$ cat src/rtl/sweeper_pkg.sv
// Shared types and helpers for the exhaustive vector sweeper.
//   state_t      : sequencer states (IDLE, DRIVE, WAIT_STEP)
//   MODE_*       : sweep mode encodings latched on start
//   rotl()       : rotate-left-by-one within a runtime width (width 1..64)
package sweeper_pkg;

    typedef enum logic [1:0] {
        IDLE      = 2'd0,
        DRIVE     = 2'd1,
        WAIT_STEP = 2'd2
    } state_t;

    localparam logic [1:0] MODE_ONESHOT = 2'd0;
    localparam logic [1:0] MODE_CONT    = 2'd1;
    localparam logic [1:0] MODE_STEP    = 2'd2;

    // v is expected to hold no bits above width-1.
    function automatic logic [63:0] rotl(input logic [63:0] v, input int unsigned width);
        logic [63:0] mask;
        mask = (width >= 64) ? '1 : ((64'd1 << width) - 64'd1);
        return ((v << 1) | (v >> (width - 1))) & mask;
    endfunction

endpackage

$ cat src/rtl/sweep_signature_acc.sv
// Rotate-XOR signature and ones counter for the vector sweeper.
// Ports:
//   i_clk, i_rst      : clock, asynchronous active-high reset
//   i_clear           : zero the running accumulators (wins over i_update)
//   i_update          : fold i_resp into the running accumulators
//   i_latch           : copy the post-update values to the outputs
//   i_resp            : response word being sampled
//   o_signature       : latched signature of the last completed pass
//   o_ones_count      : latched count of samples with resp[0]=1
module sweep_signature_acc
    import sweeper_pkg::*;
#(
    parameter int unsigned N_IN  = 3,
    parameter int unsigned M_OUT = 1,
    parameter int unsigned SIG_W = 16
) (
    input  logic             i_clk,
    input  logic             i_rst,
    input  logic             i_clear,
    input  logic             i_update,
    input  logic             i_latch,
    input  logic [M_OUT-1:0] i_resp,
    output logic [SIG_W-1:0] o_signature,
    output logic [N_IN:0]    o_ones_count
);

    logic [SIG_W-1:0] r_acc_sig;
    logic [N_IN:0]    r_acc_ones;
    logic [SIG_W-1:0] r_signature;
    logic [N_IN:0]    r_ones_count;
    logic [SIG_W-1:0] w_sig_new;
    logic [N_IN:0]    w_ones_new;

    always_comb begin
        w_sig_new  = SIG_W'(rotl(64'(r_acc_sig), SIG_W)) ^ SIG_W'(i_resp);
        w_ones_new = r_acc_ones + (N_IN+1)'(i_resp[0]);
    end

    // Latching takes the value including the current sample, so a pass
    // that ends and immediately restarts (clear) still reports correctly.
    always_ff @(posedge i_clk or posedge i_rst) begin
        if (i_rst) begin
            r_acc_sig    <= '0;
            r_acc_ones   <= '0;
            r_signature  <= '0;
            r_ones_count <= '0;
        end else begin
            if (i_clear) begin
                r_acc_sig  <= '0;
                r_acc_ones <= '0;
            end else if (i_update) begin
                r_acc_sig  <= w_sig_new;
                r_acc_ones <= w_ones_new;
            end
            if (i_latch) begin
                r_signature  <= w_sig_new;
                r_ones_count <= w_ones_new;
            end
        end
    end

    assign o_signature  = r_signature;
    assign o_ones_count = r_ones_count;

endmodule

$ cat src/rtl/exhaustive_vector_sweeper.sv
// Exhaustive stimulus sequencer: drives every N_IN-bit vector in turn, holds
// each for HOLD_CYCLES clocks, and folds the response sampled on the last
// hold cycle into a signature and ones count.
// Ports:
//   i_clk, i_rst   : clock, asynchronous active-high reset
//   i_start        : begin a sweep (only honoured in IDLE)
//   i_mode         : 0 one-shot, 1 continuous, 2 single-step, 3 as 0
//   i_step         : advance to next vector while waiting in single-step
//   i_abort        : return to IDLE without reporting results
//   i_resp         : response from the swept block
//   o_stim         : stimulus vector
//   o_stim_valid   : stimulus being driven
//   o_resp_valid   : sample-cycle strobe
//   o_sample_idx   : index being sampled (equals o_stim)
//   o_busy         : not IDLE
//   o_done         : one-cycle pulse after each completed pass
//   o_ones_count   : latched ones count of the last completed pass
//   o_signature    : latched signature of the last completed pass
module exhaustive_vector_sweeper
    import sweeper_pkg::*;
#(
    parameter int unsigned N_IN        = 3,
    parameter int unsigned M_OUT       = 1,
    parameter int unsigned HOLD_CYCLES = 5,
    parameter int unsigned SIG_W       = 16
) (
    input  logic             i_clk,
    input  logic             i_rst,
    input  logic             i_start,
    input  logic [1:0]       i_mode,
    input  logic             i_step,
    input  logic             i_abort,
    input  logic [M_OUT-1:0] i_resp,
    output logic [N_IN-1:0]  o_stim,
    output logic             o_stim_valid,
    output logic             o_resp_valid,
    output logic [N_IN-1:0]  o_sample_idx,
    output logic             o_busy,
    output logic             o_done,
    output logic [N_IN:0]    o_ones_count,
    output logic [SIG_W-1:0] o_signature
);

    localparam int unsigned HW        = (HOLD_CYCLES > 1) ? $clog2(HOLD_CYCLES) : 1;
    localparam logic [HW-1:0] HOLD_LAST = HW'(HOLD_CYCLES - 1);
    localparam logic [N_IN:0] IDX_LAST  = (N_IN+1)'((1 << N_IN) - 1);

    state_t          r_state, w_state_next;
    logic [N_IN:0]   r_idx, w_idx_next;
    logic [HW-1:0]   r_hold, w_hold_next;
    logic [1:0]      r_mode, w_mode_next;
    logic            r_done, w_done_next;
    logic            w_sample, w_last;
    logic            w_clear, w_update, w_latch;

    assign w_sample = (r_state == DRIVE) && (r_hold == HOLD_LAST);
    assign w_last   = (r_idx == IDX_LAST);

    always_ff @(posedge i_clk or posedge i_rst) begin
        if (i_rst) begin
            r_state <= IDLE;
            r_idx   <= '0;
            r_hold  <= '0;
            r_mode  <= MODE_ONESHOT;
            r_done  <= 1'b0;
        end else begin
            r_state <= w_state_next;
            r_idx   <= w_idx_next;
            r_hold  <= w_hold_next;
            r_mode  <= w_mode_next;
            r_done  <= w_done_next;
        end
    end

    // Every path back to IDLE zeroes the index, so o_stim is 0 there.
    always_comb begin
        w_state_next = r_state;
        w_idx_next   = r_idx;
        w_hold_next  = r_hold;
        w_mode_next  = r_mode;
        w_done_next  = 1'b0;
        w_clear      = 1'b0;
        w_update     = 1'b0;
        w_latch      = 1'b0;
        if (i_abort) begin
            w_state_next = IDLE;
            w_idx_next   = '0;
            w_hold_next  = '0;
        end else begin
            unique case (r_state)
                IDLE: begin
                    if (i_start) begin
                        w_mode_next  = (i_mode == 2'd3) ? MODE_ONESHOT : i_mode;
                        w_clear      = 1'b1;
                        w_idx_next   = '0;
                        w_hold_next  = '0;
                        w_state_next = DRIVE;
                    end
                end
                DRIVE: begin
                    if (w_sample) begin
                        w_update    = 1'b1;
                        w_hold_next = '0;
                        if (w_last) begin
                            w_latch     = 1'b1;
                            w_done_next = 1'b1;
                            w_idx_next  = '0;
                            if (r_mode == MODE_CONT) begin
                                w_clear = 1'b1;
                            end else begin
                                w_state_next = IDLE;
                            end
                        end else if (r_mode == MODE_STEP) begin
                            w_state_next = WAIT_STEP;
                        end else begin
                            w_idx_next = r_idx + (N_IN+1)'(1);
                        end
                    end else begin
                        w_hold_next = r_hold + HW'(1);
                    end
                end
                WAIT_STEP: begin
                    if (i_step) begin
                        w_idx_next   = r_idx + (N_IN+1)'(1);
                        w_hold_next  = '0;
                        w_state_next = DRIVE;
                    end
                end
                default: begin
                    w_state_next = IDLE;
                    w_idx_next   = '0;
                    w_hold_next  = '0;
                end
            endcase
        end
    end

    sweep_signature_acc #(
        .N_IN  (N_IN),
        .M_OUT (M_OUT),
        .SIG_W (SIG_W)
    ) u_acc (
        .i_clk        (i_clk),
        .i_rst        (i_rst),
        .i_clear      (w_clear),
        .i_update     (w_update),
        .i_latch      (w_latch),
        .i_resp       (i_resp),
        .o_signature  (o_signature),
        .o_ones_count (o_ones_count)
    );

    assign o_stim       = r_idx[N_IN-1:0];
    assign o_sample_idx = r_idx[N_IN-1:0];
    assign o_stim_valid = (r_state != IDLE);
    assign o_busy       = (r_state != IDLE);
    assign o_resp_valid = w_sample && !i_abort;
    assign o_done       = r_done;

endmodule

$ cat config.mk
export PLATFORM = sky130hd
export DESIGN_NAME = exhaustive_vector_sweeper
export DESIGN_NICKNAME = d
export VERILOG_FILES = /design/src/rtl/sweeper_pkg.sv /design/src/rtl/sweep_signature_acc.sv /design/src/rtl/exhaustive_vector_sweeper.sv
export SDC_FILE = /design/constraint.sdc
export NUM_CORES = 1
export LEC_CHECK = 0
export CAP_MARGIN = 10
export CORE_UTILIZATION = 25
export DETAILED_ROUTE_END_ITERATION = 8
export SLEW_MARGIN = 25
export SYNTH_ARGS = -nofsm -noshare
export SYNTH_HDL_FRONTEND = slang
export SYNTH_SLANG_ARGS = --single-unit
$ cat constraint.sdc
create_clock -name i_clk -period 3.2 [get_ports i_clk]
set_clock_uncertainty 0.1 [all_clocks]
set_input_delay 0.96 -clock i_clk [delete_from_list [all_inputs] [get_ports i_clk]]
set_output_delay 0.96 -clock i_clk [all_outputs]
set_load 0.02 [all_outputs]
==> impl_metrics.toml <==
[outcome]
status = "finished clean"

[critical_path]
worst-setup-path-type = "input port to primary output"
crit_fanout = 2
cp-end-kind = "primary output"
r2r_setup_slack_ns = 0.97
arrival_ns = 2.01
r2r_start = "r_state[1]"
worstSetupStartpoint = "i_abort"
start_kind = "input port"
crit_end = "o_resp_valid"
worstPathRequired_ns = 2.14
worst-r2r-cell-count = 9
r2r_end = "u_acc.o_signature[9]"

[route]
avgViaCountPerCell = 4.21
vias = 1711
firstDrtPassIters = 6
drtAntennaViolNets = 0
drc_errors = 0
wl_per_cell_um = 11.7
drtIter0Drc = 101
routed_wl_mm = 4.77

[global_route]
globalRouteTotalUtil = 0.100
gr-total-overflow = 0
grt_pass1_vias = 1719
antenna_found_initial = 0
grt_pass1_wl_mm = 8.09
grt_max_degree = 23

[floorplanning]
core_mm2 = 0.00973
die_h_um = 102
die_w_um = 102
die_area_mm2 = 0.0104
io_pins = 38
num_rows = 36
start_util = 0.256

[synthesis]
async_flop_share = 1.00
yosysSeqAreaShare = 0.522
yosysWarnings = 0
yosys.cell_count.top_type = "dfrtp_1"
yosysTopAreaCell = "dfrtp_1"
ys.flop_type = "dfrtp_1"
ys_top_cells_by_area = "dfrtp_1 (52%), mux2_2 (8.1%), nand2_1 (6.3%)"
synth.distinct_cells = 44
yosysTopAreaCellShare = 0.522
ys_seq_elements = 52
syn_area_per_cell_um2 = 10.6
syn_inst = 235
synth_edf_count = 0
synth_commonest_cells = "dfrtp_1 (52), nand2_1 (42), a21oi_1 (22), mux2_2 (18), inv_1 (14)"
synthesis.area_mm2 = 0.00249
synth_nets = 251

[clock_tree]
cts_buffers = 5
clockRootBuffer = "clkbuf_8"
h-tree-depth = 2
worstSkewPairLatency_ns = 0.31
path_clk_slew_ns = 0.09
cts_setup_buffers = 0
clock_path_buffers = 2
tritoncts = "yes"
cts_sinks = 52

[sta]
layout_min_cycle_time_ns = 3.07
worstMarginPinSlew_ns = 0.410
rsz0062_at_grt = "false"
timing.final.crit_share = 0.960
slew_headroom = 0.719
slew_violations = 0
fmax_ghz = 0.325
setup_viol = 0
hold_viol = 0

[final_layout]
syn2layout_area_growth_pct = 24.2
post-route-util = 0.318
drive_above_1_share = 0.158
register_area_mm2 = 0.00130
final_nets = 288
multi_input_area_mm2 = 0.00103
fillers = 1027
diodes = 0

[power]
p_leak_nw = 1.39
fin_total_pwr_mw = 1.42
vdd_drop_max_uv = 192
p_per_area_mw_per_mm2 = 459

[placement]
portBuffers = 37
hpwl_mm = 3.44
place_congestion = 0.857

[run]
maxCapViolCount = 0

[worst_hold_path]
hold_path_class = "register to register"
-- worst min-delay path by stage --
stage	from	end	slack, ns	depth (start not counted)
after floorplan	r_mode[0]	r_mode[0]	0.36	2
after global placement	r_mode[0]	r_mode[0]	0.38	2
after detailed placement	u_acc.o_signature[5]	u_acc.o_signature[5]	0.40	1
after CTS	u_acc.o_signature[5]	u_acc.o_signature[5]	0.42	1
after global routing	u_acc.o_signature[11]	u_acc.o_signature[11]	0.43	1
final	u_acc.o_signature[8]	u_acc.o_signature[8]	0.41	1
-- power by group --
group	switching [mW]	internal, mW	total (mW)
Clock	0.227	0.157	0.384
Combinational	0.190	0.139	0.329
Sequential	0.0271	0.681	0.708
-- timing repair --
item                                    CTS  global route
hold buffers                              0             0
endpoints found under the setup margin    1             0
hold endpoints to repair                  0             0
resized for setup                         1             0
-- routing by layer --
layer	wire, µm	track usage	vias up
met3	215	0.0212	0
met5	0	0	-
li1	-	-	861
met1	2150	0.131	808
met2	2400	0.163	42
met4	0	0.0374	0
-- sequential cells by signal (all words and copies together) (netlist names) --
| signal | cells |
|---|---|
| u_acc.o_ones_count | 4 |
| r_state | 2 |
| r_mode | 2 |
| u_acc.r_acc_ones | 4 |
| r_hold | 3 |
| o_done | 1 |
| r_idx | 4 |
| u_acc.o_signature | 16 |
| u_acc.r_acc_sig | 16 |
-- cells in the final DEF (no fill, tap or decap), drive strengths merged, types with 2 or more instances in the layout --
cell / count
nand2: 43
clkdlybuf4s50: 36
clkbuf: 5
ha: 8
mux2i: 2
o22ai: 2
nand3: 5
inv: 16
nor3: 3
dfrtp: 52
xnor2: 3
buf: 7
a21oi: 22
mux2: 18
o21ai: 7
clkinv: 2
nor2b: 2
o211ai: 2
nor2: 11
xor2: 2
a211oi: 2
nand2b: 4
or4: 2
-- through the flow --
stage	setup TNS [ns]	instances	setup slack (ns)	hold WS (ns)	instance area, µm²
floorplan	0	235	0.451	0.364	2490
global placement	-0.172	398	-0.172	0.383	3010
detailed placement	-0.182	398	-0.182	0.398	3010
CTS	0	406	0.0878	0.417	3100
global route	0	406	0.0689	0.434	3100
finish	0	406	0.127	0.413	3100
-- worst max-delay path: stages --
cell and delay (ns):
clkdlybuf4s50_1 0.45, nand4b_4 0.20, inv_2 0.08, dlygate4sd2_1 0.33
-- cells by family after synthesis --
logic type / count (synthesis) / synth area share
xor gates and xnor gates: 5 / 0.0176
DFF: 52 / 0.522
adders and majority gates: 9 / 0.0442
AOI/OAI and AO/OA: 41 / 0.104
buffers and inverters: 29 / 0.0628
muxes: 20 / 0.0894
and+or+nand+nor: 79 / 0.160
-- layout make-up --
class | count | share of cell area
Multi-Input combinational cell | 154 | 0.334
Timing Repair Buffer | 44 | 0.144
Tap cell | 133 | 0.0537
Clock inverter | 3 | 0.00727
Clock buffer | 5 | 0.0222
Inverter | 15 | 0.0182
Sequential cell | 52 | 0.420
Power figures use the tool's default switching activity.
